--- src/rtl/stream_capture_fifo_if.sv ---
// stream_capture_fifo_if: capture and read-side signals of stream_capture_fifo.
//   data_in / capture_en / change_only : sampled word stream and capture controls
//   rd_valid / rd_ready / rd_data      : first-word-fall-through read handshake
//   level / overflow / clear_ovf       : occupancy, sticky drop flag and its clear
//   rd_ts                              : head timestamp (only with STREAM_CAPTURE_TIMESTAMP_EN)
// master: the producer/reader environment. slave: the FIFO.
interface stream_capture_fifo_if #(
  parameter int unsigned DATA_W = 32,
  parameter int unsigned DEPTH  = 8,
  parameter int unsigned TS_W   = 16
);
  localparam int unsigned LW = $clog2(DEPTH) + 1;

  logic [DATA_W-1:0] data_in;
  logic              capture_en;
  logic              change_only;
  logic              rd_valid;
  logic              rd_ready;
  logic [DATA_W-1:0] rd_data;
  logic [LW-1:0]     level;
  logic              overflow;
  logic              clear_ovf;

  if (TS_W == 0) begin : g_ts_w_check
    $error("stream_capture_fifo_if: TS_W must be at least 1");
  end

`ifdef STREAM_CAPTURE_TIMESTAMP_EN
  logic [TS_W-1:0]   rd_ts;

  modport master (
    output data_in, capture_en, change_only, rd_ready, clear_ovf,
    input  rd_valid, rd_data, level, overflow, rd_ts
  );
  modport slave (
    input  data_in, capture_en, change_only, rd_ready, clear_ovf,
    output rd_valid, rd_data, level, overflow, rd_ts
  );
`else
  modport master (
    output data_in, capture_en, change_only, rd_ready, clear_ovf,
    input  rd_valid, rd_data, level, overflow
  );
  modport slave (
    input  data_in, capture_en, change_only, rd_ready, clear_ovf,
    output rd_valid, rd_data, level, overflow
  );
`endif
endinterface

--- src/rtl/stream_capture_fifo.sv ---
// stream_capture_fifo: samples a word stream, optionally keeps only changed values, and
// buffers kept words in a first-word-fall-through FIFO read over valid/ready.
//   clk   : rising-edge clock
//   reset : asynchronous, active-high reset
//   bus   : stream_capture_fifo_if.slave (capture inputs, read handshake, level, overflow)
// Optional: define STREAM_CAPTURE_TIMESTAMP_EN to store a free-running TS_W-bit cycle count
// with every accepted word and present the head's value on bus.rd_ts.
module stream_capture_fifo #(
  parameter int unsigned DATA_W = 32,
  parameter int unsigned DEPTH  = 8,
  parameter int unsigned TS_W   = 16
) (
  input logic                  clk,
  input logic                  reset,
  stream_capture_fifo_if.slave bus
);
  localparam int unsigned AW = $clog2(DEPTH);
  localparam int unsigned LW = AW + 1;
  localparam logic [LW-1:0] FULL_LEVEL = LW'(DEPTH);

  if ((DEPTH < 2) || ((DEPTH & (DEPTH - 1)) != 0) || (TS_W == 0)) begin : g_param_check
    $error("stream_capture_fifo: DEPTH must be a power of two >= 2 and TS_W >= 1");
  end

  logic [DATA_W-1:0] mem [DEPTH];

  logic [AW-1:0]     rd_ptr_q, rd_ptr_d;
  logic [AW-1:0]     wr_ptr_q, wr_ptr_d;
  logic [LW-1:0]     level_q, level_d;
  logic              ovf_q, ovf_d;
  logic [DATA_W-1:0] last_q, last_d;
  logic              first_q, first_d;

  logic empty, full, push_req, pop, push, drop;

  always_comb begin
    empty    = (level_q == '0);
    full     = (level_q == FULL_LEVEL);
    push_req = bus.capture_en & (~bus.change_only | first_q | (bus.data_in != last_q));
    pop      = ~empty & bus.rd_ready;
    // A pop frees the slot the full-FIFO push writes into (wr_ptr == rd_ptr when full).
    push     = push_req & (~full | pop);
    drop     = push_req & full & ~pop;
  end

  always_comb begin
    rd_ptr_d = pop  ? rd_ptr_q + AW'(1) : rd_ptr_q;
    wr_ptr_d = push ? wr_ptr_q + AW'(1) : wr_ptr_q;
    level_d  = level_q;
    if (push && !pop) begin
      level_d = level_q + LW'(1);
    end else if (pop && !push) begin
      level_d = level_q - LW'(1);
    end
    // A drop in the same cycle as clear_ovf keeps the flag set.
    ovf_d   = drop | (ovf_q & ~bus.clear_ovf);
    last_d  = bus.capture_en ? bus.data_in : last_q;
    first_d = bus.capture_en ? 1'b0 : first_q;
  end

  always_ff @(posedge clk or posedge reset) begin
    if (reset) begin
      rd_ptr_q <= '0;
      wr_ptr_q <= '0;
      level_q  <= '0;
      ovf_q    <= 1'b0;
      last_q   <= '0;
      first_q  <= 1'b1;
    end else begin
      rd_ptr_q <= rd_ptr_d;
      wr_ptr_q <= wr_ptr_d;
      level_q  <= level_d;
      ovf_q    <= ovf_d;
      last_q   <= last_d;
      first_q  <= first_d;
    end
  end

  // Storage needs no reset: contents are only visible while level is non-zero.
  always_ff @(posedge clk) begin
    if (push) begin
      mem[wr_ptr_q] <= bus.data_in;
    end
  end

  always_comb begin
    bus.rd_valid = ~empty;
    bus.rd_data  = empty ? '0 : mem[rd_ptr_q];
    bus.level    = level_q;
    bus.overflow = ovf_q;
  end

`ifdef STREAM_CAPTURE_TIMESTAMP_EN
  logic [TS_W-1:0] ts_mem [DEPTH];
  logic [TS_W-1:0] ts_cnt_q;

  always_ff @(posedge clk or posedge reset) begin
    if (reset) begin
      ts_cnt_q <= '0;
    end else begin
      ts_cnt_q <= ts_cnt_q + TS_W'(1);
    end
  end

  always_ff @(posedge clk) begin
    if (push) begin
      ts_mem[wr_ptr_q] <= ts_cnt_q;
    end
  end

  always_comb begin
    bus.rd_ts = empty ? '0 : ts_mem[rd_ptr_q];
  end
`endif
endmodule

--- src/flat_wrapper.sv ---
// flat-port wrapper written by rule: the top's interface ports become plain ports
module stream_capture_fifo_flat 
#(
  parameter int unsigned DATA_W = 32,
  parameter int unsigned DEPTH  = 8,
  parameter int unsigned TS_W   = 16
)
  (clk, reset, bus_data_in, bus_capture_en, bus_change_only, bus_rd_ready, bus_clear_ovf, bus_rd_valid, bus_rd_data, bus_level, bus_overflow);
  stream_capture_fifo_if #(.DATA_W(DATA_W), .DEPTH(DEPTH), .TS_W(TS_W)) bus_i ();
  input logic clk;
  input logic reset;
  input wire logic [$bits(bus_i.data_in)-1:0] bus_data_in;
  input wire logic [$bits(bus_i.capture_en)-1:0] bus_capture_en;
  input wire logic [$bits(bus_i.change_only)-1:0] bus_change_only;
  input wire logic [$bits(bus_i.rd_ready)-1:0] bus_rd_ready;
  input wire logic [$bits(bus_i.clear_ovf)-1:0] bus_clear_ovf;
  output wire logic [$bits(bus_i.rd_valid)-1:0] bus_rd_valid;
  output wire logic [$bits(bus_i.rd_data)-1:0] bus_rd_data;
  output wire logic [$bits(bus_i.level)-1:0] bus_level;
  output wire logic [$bits(bus_i.overflow)-1:0] bus_overflow;
  assign bus_i.data_in = bus_data_in;
  assign bus_i.capture_en = bus_capture_en;
  assign bus_i.change_only = bus_change_only;
  assign bus_i.rd_ready = bus_rd_ready;
  assign bus_i.clear_ovf = bus_clear_ovf;
  assign bus_rd_valid = bus_i.rd_valid;
  assign bus_rd_data = bus_i.rd_data;
  assign bus_level = bus_i.level;
  assign bus_overflow = bus_i.overflow;
  stream_capture_fifo #(.DATA_W(DATA_W), .DEPTH(DEPTH), .TS_W(TS_W)) u_core (.clk(clk), .reset(reset), .bus(bus_i));
endmodule
--- config.mk ---
export PLATFORM = sky130hd
export DESIGN_NAME = stream_capture_fifo_flat
export DESIGN_NICKNAME = d
export VERILOG_FILES = /design/src/rtl/stream_capture_fifo_if.sv /design/src/rtl/stream_capture_fifo.sv /design/src/flat_wrapper.sv
export SDC_FILE = /design/constraint.sdc
export NUM_CORES = 1
export LEC_CHECK = 0
export CAP_MARGIN = 20
export CORE_MARGIN = 1
export CORE_UTILIZATION = 57
export CTS_BUF_LIST = sky130_fd_sc_hd__clkbuf_4
export CTS_CLUSTER_DIAMETER = 40
export CTS_CLUSTER_SIZE = 12
export DETAILED_ROUTE_END_ITERATION = 7
export PLACE_DENSITY = 0.83
export SETUP_SLACK_MARGIN = 0.02
export SYNTH_ARGS = -nofsm -noshare
export SYNTH_HDL_FRONTEND = slang
export SYNTH_SLANG_ARGS = --single-unit
export TNS_END_PERCENT = 1
--- constraint.sdc ---
create_clock -name clk -period 11 [get_ports clk]
set_input_delay 3.3 -clock clk [delete_from_list [all_inputs] [get_ports clk]]
set_output_delay 3.3 -clock clk [all_outputs]
set_load 0.01 [all_outputs]
==> flow_summary.ini <==
[grt]
grt_antenna_before_repair = 1
grt_pass1_vias = 6334
grt_pass1_wl_mm = 36.5
grt_max_degree = 49
overflow = 0
track_usage = 0.232

[route]
ant_nets = 0
drc = 0
drt-pass1-iter-count = 5
wire_per_inst_um = 24.0
drt_iter0_markers = 477
vias_per_cell = 5.97
wirelength_mm = 23.4
vias = 5817

[sta]
report.final.hold_viol_count = 0
rsz0062_at_grt = no
setup_viol = 0
fin_setup_tns_ns = 0
fin_skew_ns = 0.0508
finalCriticalPeriod_ns = 6.85
finalMaxSlewViolations = 0
slew_headroom = 0.361
finalCritPeriodShare = 0.623
max_freq_mhz = 146
worst_pin_slew_ns = 0.958

[synthesis]
yosysTopAreaCellShare = 0.647
synthTopCellsByArea = edfxtp_1, mux4_2, dfrtp_1, mux2_2, mux2i_1
yosysMostFrequentCell = edfxtp_1
yosysWarningCount = 0
syn_area_mm2 = 0.0119
synth-main-ff-cell = edfxtp_1
yosysUniqueCellTypes = 36
netlist_instances = 577
synth_edf_count = 256
synth-seq-area-share = 0.740
syn-num-nets = 621
synthTopCellsByCount = edfxtp_1, mux4_2, dfrtp_1
synth-async-reset-ratio = 0.147
ys_ff_latch = 300
syn_avg_cell_area_um2 = 20.6
yosys.area.top_type = edfxtp_1

[worst_setup_path]
worstSetupPathType = flop to output pin
critPathCapture = bus_rd_data[8]
end_kind = output pin
critical_path_depth = 5
r2r_slack_ns = 7.51
crit_chain = buf_4 -> mux4_2 -> mux2i_1 -> nor2_1 -> clkdlybuf4s50_1
cp.arrival_ns = 3.55
startpoint_type = flop
r2r_start = u_core.last_q[25]
worst_path_max_delay_cell = buf_4
cpLargestDelayFamily = buffers and inverters
cp_data_required_time_ns = 7.70
setup.worst_path.start = u_core.rd_ptr_q[0]
timing.rr.end = u_core.bus.level[3]
worst-r2r-cell-count = 13
cp_max_fo = 48
max_stage_delay_ns = 0.80
crit_buf_inv = 2

[die]
die_w_um = 146
die_h_um = 146
design.portCount = 76
core_area_mm2 = 0.0203
fp.dieArea_mm2 = 0.0214
initial_utilization = 0.585
rows = 52

[hold_path]
hold_start = u_core.first_q
hp-class = flop to flop
min_path_cells = 1

[finish]
fillers = 1317
syn_to_final_growth_pct = 14.1
fin_util = 0.668
layout.nets = 721
drive_gt1_frac = 0.256
finalNonFillerCells = 974

[clock_tree]
cts_made_buffers = 34
cts.reportedPaths.clkPinSlew_ns = 0.11
postCtsHoldBufs = 0
cts_tree = done
htreeDepth = 2
cts_setup_buffers = 0
cts_sinks = 300
cts-root-buf = clkbuf_4
clk_latency_ns = 0.64
cts_buffer_depth = 3
post_cts_resized = 0

[placed_design]
portBuffers = 75
dp.cells = 910
hpwl_mm = 13.5
place.gp.congestion = 0.727

[pwr]
power_density_mw_per_mm2 = 245
peakVddDrop_mv = 0.139
p_leak_nw = 4.63

[job]
drv_cap = 0

[outcome]
status = finished clean
## metrics by stage
stage / hold slack (ns) / total power [mW] / worst slack (ns) / instance area, um2
floorplan: 0.466 / 2.21 / 3.35 / 11900
global placement: 0.474 / 2.67 / 4.08 / 13000
detailed placement: 0.481 / 2.71 / 4.03 / 13000
CTS: 0.500 / 3.36 / 4.02 / 13500
global route: 0.512 / 3.48 / 3.88 / 13600
finish: 0.495 / 3.32 / 4.15 / 13600
## worst register-to-register path, delay by kind of cell (launching register included)
family                   cells  cell delay [ns]
AO/OA/AOI/OAI                2             0.34
adder cells (fa/ha/maj)      2             0.47
XOR/XNOR                     3             0.46
AND/OR/NAND/NOR              5             1.56
buffers and inverters        1             0.12
flip-flops                   1             0.42
## cells by family after synthesis
logic type,count (synthesis),synth area share
AO/OA/AOI/OAI,4,0.00190
XOR/XNOR,40,0.0295
adder cells (fa/ha/maj),6,0.00695
buffers and inverters,31,0.0110
flip-flops,300,0.740
multiplexers,131,0.182
AND/OR/NAND/NOR,65,0.0289
## report_power, final
| part | switching [mW] | leakage [nW] | internal [mW] |
|---|---|---|---|
| registers | 0.114 | 2.84 | 1.42 |
| logic | 0.534 | 1.49 | 0.603 |
| clock network | 0.352 | 0.300 | 0.304 |
| total | 1.00 | 4.63 | 2.32 |
## per-layer routing
| layer | track usage | up-vias | share of wire |
|---|---|---|---|
| li1 | - | 2520 | - |
| met1 | 0.313 | 3071 | 0.41 |
| met2 | 0.386 | 190 | 0.52 |
| met3 | 0.0397 | 36 | 0.052 |
| met4 | 0.0833 | 0 | 0.021 |
| met5 | 0 | - | 0 |
## how the worst min path moves through the flow
| stage | slack, ns | end |
|---|---|---|
| 4_1_cts | 0.50 | u_core.first_q |
| 3_3_place_gp | 0.47 | u_core.first_q |
| 2_1_floorplan | 0.47 | u_core.first_q |
| 6_report | 0.49 | u_core.first_q |
| 3_5_place_dp | 0.48 | u_core.first_q |
| 5_1_grt | 0.51 | u_core.first_q |
## cell type report
cell class | count | area, um2 | share of cell area
repair buffers | 90 | 876 | 0.0646
clock inverters | 13 | 164 | 0.0121
diodes | 1 | 2.50 | 0.000185
multi-input cells | 246 | 2990 | 0.221
inverters | 5 | 18.8 | 0.00138
well taps | 270 | 338 | 0.0249
flip-flops and latches | 300 | 8800 | 0.649
clock buffers | 49 | 368 | 0.0271
## sequential cells by signal, indices dropped and copies added, names as in the netlist
register,flops
u_core.first_q,1
u_core.wr_ptr_q,3
u_core.bus.level,4
u_core.last_q,32
u_core.mem,256
u_core.rd_ptr_q,3
u_core.bus.overflow,1
## cell usage in the layout, fill, tap and decap left out, types with 3 or more instances in the layout
| cell type | n |
|---|---|
| buf_4 | 14 |
| edfxtp_1 | 256 |
| nand4_1 | 3 |
| xor2_1 | 26 |
| clkbuf_4 | 49 |
| nor2_1 | 34 |
| clkinv_1 | 6 |
| and4b_1 | 3 |
| nor4_1 | 5 |
| mux4_2 | 64 |
| mux2i_1 | 32 |
| nand3_1 | 4 |
| inv_1 | 4 |
| mux2_2 | 34 |
| xnor2_1 | 14 |
| bufinv_16 | 4 |
| ha_1 | 5 |
| dfrtp_1 | 40 |
| clkdlybuf4s50_1 | 75 |
Power figures use the tool's default switching activity.
